### config.mk
export PLATFORM = sky130hd
export DESIGN_NAME = io_mem_bank
export DESIGN_NICKNAME = d
export VERILOG_FILES = /design/src/rtl/io_mem_bank.sv
export SDC_FILE = /design/constraint.sdc
export NUM_CORES = 2
export LEC_CHECK = 0
export CORE_ASPECT_RATIO = 1.75
export CORE_MARGIN = 5
export CORE_UTILIZATION = 55
export CTS_CLUSTER_DIAMETER = 150
export DETAILED_ROUTE_END_ITERATION = 6
export PLACE_DENSITY = 0.72
export RECOVER_POWER = 50
export SLEW_MARGIN = 30
export SYNTH_ARGS = -nofsm -noshare
export SYNTH_HDL_FRONTEND = slang
export SYNTH_SLANG_ARGS = --single-unit
### constraint.sdc
create_clock -name clk -period 5.74 [get_ports clk]
set_clock_uncertainty 0.05 [all_clocks]
set_input_delay 1.435 -clock clk [delete_from_list [all_inputs] [get_ports clk]]
set_output_delay 1.435 -clock clk [all_outputs]
set_load 0.01 [all_outputs]
### src/rtl/io_mem_bank.sv
// Ping-pong I/O sample memory responding on the dsp_core io_mem bus.
// Optional sticky status flags are built only when IO_MEM_STATUS_EN is defined.
module io_mem_bank #(
   parameter int DATA_W = 36,
   parameter int ADDR_W = 10,
   parameter int N_CH   = 16
) (
   input  logic              clk,
   input  logic              reset_n,
   input  logic              rd_en,
   input  logic [ADDR_W-1:0] rd_addr,
   output logic [DATA_W-1:0] rd_data,
   input  logic              wr_en,
   input  logic [ADDR_W-1:0] wr_addr,
   input  logic [DATA_W-1:0] wr_data,
   input  logic              frame_sync,
   input  logic              in_valid,
   input  logic [DATA_W-1:0] in_data,
   output logic              in_ready,
   output logic              out_valid,
   output logic [DATA_W-1:0] out_data,
   input  logic              out_ready,
   output logic              err_in_short,
   output logic              err_out_late,
   input  logic              err_clr
);

   localparam int IDX_W = (N_CH > 1) ? $clog2(N_CH) : 1;
   localparam int CNT_W = $clog2(N_CH + 1);
   localparam logic [CNT_W-1:0]  N_CH_C = CNT_W'(N_CH);
   localparam logic [ADDR_W:0]   N_CH_A = (ADDR_W + 1)'(N_CH);

   // Bank pairs indexed by the select bit: [bank][channel].
   logic [DATA_W-1:0] r_in_mem  [2][N_CH];
   logic [DATA_W-1:0] r_out_mem [2][N_CH];

   logic              r_sel;
   logic [CNT_W-1:0]  r_in_cnt;
   logic [CNT_W-1:0]  r_out_cnt;
   logic              r_drain_active;
   logic [DATA_W-1:0] r_rd_data;

   logic              w_aud_sel;
   logic              w_rd_hit;
   logic              w_wr_hit;
   logic [IDX_W-1:0]  w_rd_idx;
   logic [IDX_W-1:0]  w_wr_idx;
   logic [IDX_W-1:0]  w_in_idx;
   logic [IDX_W-1:0]  w_out_idx;
   logic              w_in_fire;
   logic              w_out_fire;
   logic [CNT_W-1:0]  w_in_cnt_nxt;
   logic [CNT_W-1:0]  w_out_cnt_nxt;

   assign w_aud_sel = ~r_sel;
   assign w_rd_hit  = rd_en && ({1'b0, rd_addr} < N_CH_A);
   assign w_wr_hit  = wr_en && ({1'b0, wr_addr} < N_CH_A);
   assign w_rd_idx  = rd_addr[IDX_W-1:0];
   assign w_wr_idx  = wr_addr[IDX_W-1:0];
   assign w_in_idx  = r_in_cnt[IDX_W-1:0];
   assign w_out_idx = (r_out_cnt < N_CH_C) ? r_out_cnt[IDX_W-1:0] : '0;

   assign in_ready  = (r_in_cnt < N_CH_C);
   assign out_valid = r_drain_active && (r_out_cnt < N_CH_C);
   assign out_data  = r_out_mem[w_aud_sel][w_out_idx];
   assign rd_data   = r_rd_data;

   assign w_in_fire  = in_valid && in_ready;
   assign w_out_fire = out_valid && out_ready;

   // Counts including a handshake in the frame_sync cycle itself.
   assign w_in_cnt_nxt  = r_in_cnt  + CNT_W'(w_in_fire);
   assign w_out_cnt_nxt = r_out_cnt + CNT_W'(w_out_fire);

   // NOTE: storage arrays have no reset so they map onto plain RAM; their
   // contents are undefined until written.
   always_ff @(posedge clk) begin
      if (w_in_fire) begin
         r_in_mem[w_aud_sel][w_in_idx] <= in_data;
      end
      if (w_wr_hit) begin
         r_out_mem[r_sel][w_wr_idx] <= wr_data;
      end
   end

   // Out-of-range reads return 0; rd_data holds while rd_en is low.
   always_ff @(posedge clk or negedge reset_n) begin
      if (!reset_n) begin
         r_rd_data <= '0;
      end else if (rd_en) begin
         r_rd_data <= w_rd_hit ? r_in_mem[r_sel][w_rd_idx] : '0;
      end
   end

   // NOTE: all sequential state uses non-blocking assignment so every
   // register samples pre-edge values, which keeps frame_sync-cycle events
   // on the pre-swap banks.
   always_ff @(posedge clk or negedge reset_n) begin
      if (!reset_n) begin
         r_sel          <= 1'b0;
         r_in_cnt       <= '0;
         r_out_cnt      <= '0;
         r_drain_active <= 1'b0;
      end else if (frame_sync) begin
         r_sel          <= ~r_sel;
         r_in_cnt       <= '0;
         r_out_cnt      <= '0;
         r_drain_active <= 1'b1;
      end else begin
         r_in_cnt  <= w_in_cnt_nxt;
         r_out_cnt <= w_out_cnt_nxt;
      end
   end

`ifdef IO_MEM_STATUS_EN
   logic r_err_in_short;
   logic r_err_out_late;
   logic w_set_short;
   logic w_set_late;

   assign w_set_short = frame_sync && (w_in_cnt_nxt < N_CH_C);
   assign w_set_late  = frame_sync && r_drain_active && (w_out_cnt_nxt < N_CH_C);

   // A set condition outranks err_clr in the same cycle.
   always_ff @(posedge clk or negedge reset_n) begin
      if (!reset_n) begin
         r_err_in_short <= 1'b0;
         r_err_out_late <= 1'b0;
      end else begin
         if (w_set_short) begin
            r_err_in_short <= 1'b1;
         end else if (err_clr) begin
            r_err_in_short <= 1'b0;
         end
         if (w_set_late) begin
            r_err_out_late <= 1'b1;
         end else if (err_clr) begin
            r_err_out_late <= 1'b0;
         end
      end
   end

   assign err_in_short = r_err_in_short;
   assign err_out_late = r_err_out_late;
`else
   logic w_unused_err_clr;

   assign w_unused_err_clr = err_clr;
   assign err_in_short     = 1'b0;
   assign err_out_late     = 1'b0;
`endif

endmodule

After elaboration in Yosys (flattened, before gate mapping)
Memories as Yosys holds them, arrays and structs flattened.
Cells that the tools add are included.
{"block": "word_totals", "ram_bits": 2304, "input_bits": 100, "n_memories": 2, "elab_cells": 49, "regBits": 48, "output_inout_bits": 76}
{"name": "r_in_mem", "depth": 2, "word_bits": 576, "rd": 1, "rd_clocked_by_memory_dff": 0, "write_ports": 1, "line": "34", "text": "logic [DATA_W-1:0] r_in_mem [2][N_CH];"}
{"name": "r_out_mem", "depth": 2, "word_bits": 576, "rd": 1, "rd_clocked_by_memory_dff": 0, "write_ports": 1, "line": "35", "text": "logic [DATA_W-1:0] r_out_mem [2][N_CH];"}
{"block": "op_classes", "n_addsub": 2, "magnitude_cmp": 10, "reduce_logical": 7, "n_bitwise": 5, "muxes": 18}
{"op": "two-way mux 576 bit", "n": 2}
{"op": "binary-select mux 36 bit (select 4 bit)", "n": 2}
{"op": "demux 36 bit (select 4 bit)", "n": 2}
{"op": "two-way mux 36 bit", "n": 7}
{"op": "greater-or-equal comparator 5 bit (second input constant)", "n": 4}
{"op": "< comparator 10 x 5 -> 1 bit (second input constant)", "n": 2}
{"op": "inverter 4 -> 5 bit", "n": 4}
{"op": "adder 5 x 1 -> 5 bit", "n": 2}
{"op": "< comparator 5 x 1 -> 1 bit (second input constant)", "n": 2}
{"op": "< comparator 5 bit (second input constant)", "n": 2}
{"op": "two-way mux 5 bit", "n": 2}
{"op": "logical AND 1 bit", "n": 7}
{"op": "two-way mux 4 bit", "n": 1}
{"op": "two-way mux 1 bit", "n": 2}
{"op": "inverter 1 bit", "n": 1}

Logic depth before layout (Yosys ltp)
{"block": "logic_depth", "ltp_word": 6, "depth_mapped": 8, "depth_no_buf": 7}

Least setup slack after synthesis
OpenSTA, ideal clock, no wires.
{"block": "synth_timing", "path_type": "input to register", "start": "input port wr_addr[6]", "end": "memory r_out_mem[1][108] in the netlist's numbering (enable)", "required_ns": 5.261, "slack_ns": 1.125, "stages": 6, "n_path_buf": 1, "arrival_ns": 4.136, "setup_ns": 0.429, "path_cell_list": "or4b_1 nor4_2 nor2b_1 nand2b_1 clkbuf_1 nor2_1"}
{"block": "synth_between", "elab_chain_cells": 4}
{"element": "from (decl)", "line": "14", "text": "input logic [ADDR_W-1:0] wr_addr,"}
{"element": "< comparator 10 x 5 -> 1 bit", "line": "57", "text": "assign w_wr_hit = wr_en && ({1'b0, wr_addr} < N_CH_A);"}
{"element": "logical AND 1 bit", "line": "57"}
{"element": "two-way mux 1 bit", "line": "81", "text": "if (w_wr_hit) begin"}
{"element": "two-way mux 576 bit (implied by the code)", "line": "82", "text": "r_out_mem[r_sel][w_wr_idx] <= wr_data;"}
{"element": "to (decl)", "line": "35"}
No other way between the ends.

Worst setup path in the final report
{"block": "layout_timing", "start": "register r_out_cnt[4]", "end": "output port out_data[31]"}
{"block": "layout_between", "elab_chain_cells": 6}
{"element": "from (decl)", "line": "39", "text": "logic [CNT_W-1:0] r_out_cnt;"}
{"element": "from (signal assigned)", "line": "111", "text": "r_out_cnt <= w_out_cnt_nxt;"}
{"element": "< comparator 5 bit", "line": "61", "text": "assign w_out_idx = (r_out_cnt < N_CH_C) ? r_out_cnt[IDX_W-1:0] : '0;"}
{"element": "two-way mux 4 bit", "line": "61"}
{"element": "inverter 4 -> 5 bit (implied by the code)", "line": "65", "text": "assign out_data = r_out_mem[w_aud_sel][w_out_idx];"}
{"element": "binary-select mux 36 bit (select 4 bit)", "line": "65"}
{"element": "two-way mux 36 bit (implied by the code) (2 in series)", "line": "65"}
{"element": "to (decl)", "line": "21", "text": "output logic [DATA_W-1:0] out_data,"}
No other way between the ends. The select of a mux whose other input is x is not followed.

==> impl_metrics.toml <==
[worst_setup_path]
r2r_cells = 5
start_kind = "flip-flop"
regToRegSetupSlack_ns = 1.65
crit_fanout = 60
path_cells = "nor2b_4 > buf_12 > buf_16 > mux2i_1 > o22ai_1 > nor4_1 > mux2i_1 > clkdlybuf4s50_1"
timing.rr.end = "r_in_mem[0][14]"
path_common_cell = "mux2i_1"
crit_arrival_ns = 4.21
slowest_stage = "clkdlybuf4s50_1"
crit_path_max_incr_delay_ns = 0.58
critPathKind = "flip-flop to output pin"
worstSetupEndpointType = "output pin"
r2r_start = "r_sel"
crit_required_ns = 4.26

[layout]
num-fill-cells = 11200
finalInstanceArea_sq_um = 101000
syn_to_final_growth_pct = 12.6
stdcell_count = 7185
finish.utilization_pct = 62.3
drive_above_1_share_pct = 15.0
num-nets-final = 4956

[synthesis]
synth_flop_cell = "edfxtp_1"
yosys-top-cells-count = "edfxtp_1 (2304), mux2i_1 (864), o22ai_1 (324), mux4_2 (179), nor2_1 (148)"
ys_top_cells_by_area = "edfxtp_1 (77%), mux2i_1 (9.6%), mux4_2 (4.5%)"
synthArstFlopShare_pct = 2.04
avgSynthCellArea_sq_um = 19.9
yosysTopAreaCell = "edfxtp_1"
synth_top_area_share_pct = 76.9
syn_area_sq_um = 90000
syn_inst = 4521
synth_edf_count = 2304
yosysMostFrequentCell = "edfxtp_1"
synth-seq-cells = 2352
seq_area_frac_synth_pct = 78.2
ys_types = 43
synth_warnings = 0

[placed_design]
port_buffers = 172
gp_congestion = 0.809
place_ws_ns = 0.821
placed_area_sq_um = 95500
hpwl_mm = 131
placed_cells = 6825

[power_and_ir_drop]
p_total_mw = 36.1
ir_worst_vdd_mv = 0.342
leakagePower_nw = 32.5
powerDensity_nw_per_um2 = 356

[cts]
cts-buffers-inserted = 201
clk_path_buf_depth = 4
cts_tree = "done"
clkSinkCount = 2352
cts_setup_buffers = 0
insertion_delay_ns = 0.85
holdBufCountCts = 0
clockRootBuffer = "clkbuf_16"
htreeDepth = 4
clkTransAtPathRegs_ns = 0.06

[floorplanning]
dieArea_sq_um = 172000
rows = 196
die_y_um = 545
start_util_pct = 55.3
io_pins = 176
placeableCoreArea_sq_um = 163000
die_x_um = 316

[routing]
viasPerCell = 6.32
finalWirelength_mm = 219
vias = 45400
dr.pass1.iters = 5
drc = 0
routedWlPerCell_um = 30.5
first_iter_violations = 4563
antenna_left = 0

[status]
status = "finished with violations"
violations = "capacitance limit, slew limit"

[global_route]
antenna_found_initial = 9
grt_use_total_pct = 24.8
grt_max_degree = 86
grt_pass1_wl_mm = 311
overflow = 0
grt_pass1_vias = 46500

[timing]
worst_hold_slack_ns = 0.417
period_needed_ns = 5.69
fin_setup_tns_ns = 0
report.final.slew_viol_count = 195
tightestPinTransition_ns = 1.99
hold_viol = 0
relSlewSlack_pct = -32.5
setup_viol = 0
fmax_mhz = 176
worst_slack_ns = 0.0461
rsz0062_at_grt = "yes"
period_share_pct = 99.2

[min_path]
min_to = "r_drain_active"
min_from = "r_drain_active"
holdCritPathClass = "flip-flop to flip-flop"
holdPathStages = 1

[run]
cap_violations = 8
## state kept, by name, indices dropped and copies added (netlist names)
register,cells
r_drain_active,1
r_sel,1
r_in_cnt,5
rd_data,36
r_out_mem,1152
r_in_mem,1152
r_out_cnt,5
## kinds of logic after synthesis
logic type / Yosys count / share of synthesized area [%]
flops: 2352 / 78.2
mux: 1044 / 14.1
compound gates: 505 / 3.76
simple gates: 356 / 2.14
buf+inv: 252 / 1.66
xor+xnor: 7 / 0.0681
fa+ha+maj: 4 / 0.0556
other cells: 1 / 0.00417
## power by group
group          switching (mW)  internal, mW  total (mW)
registers              0.0669          19.0        19.1
logic                    2.41          1.63        4.04
clock network            5.78          7.14        12.9
## metal layers
| layer | GRT usage [%] | wire (um) |
|---|---|---|
| met5 | 0 | 25 |
| met3 | 3.42 | 13600 |
| met4 | 10.5 | 10700 |
| met2 | 46.2 | 121000 |
| met1 | 28.6 | 74400 |
## area by class of cell
cell class	count	area [sq um]	share of cell area, %
well taps	2178	2730	2.69
flip-flops and latches	2352	70400	69.4
diodes	11	27.5	0.0271
clock inverters	98	836	0.824
repair buffers	376	3320	3.28
multi-input cells	1920	18800	18.5
inverters	1	3.75	0.00370
clock buffers	249	5290	5.22
## worst max path at each step
stage / startpoint / to / cells past startpoint
after detailed placement: r_sel / out_data[33] / 7
final: r_out_cnt[4] / out_data[31] / 8
after CTS: r_out_cnt[4] / out_data[2] / 7
after floorplan: wr_addr[6] / r_out_mem[1][108] / 6
after global placement: r_sel / out_data[33] / 7
after global routing: r_out_cnt[4] / out_data[31] / 8
## critical path, delay by kind of cell, from the launching register on
family | cells | cell delay, ns
simple gates | 2 | 0.81
flops | 1 | 0.48
mux | 2 | 0.58
buf+inv | 3 | 1.33
compound gates | 1 | 0.10
## cell usage in the layout (no fill, tap or decap), types with 84 or more instances in the layout
cell,synthesis,final
edfxtp_1,2304,2304
mux2i_1,864,862
o22ai_1,324,324
clkbuf_16,0,204
mux4_2,179,179
buf_4,37,157
clkbuf_1,68,113
nor4_1,101,100
clkdlybuf4s50_1,0,92
nor2_1,148,84
## timing repair
action / 4_1_cts / 5_1_grt
setup endpoints to repair: 2 / 15
resized for setup: 3 / 16
gates cloned: 0 / 2
Note: power is estimated with default switching activity, not from simulation.
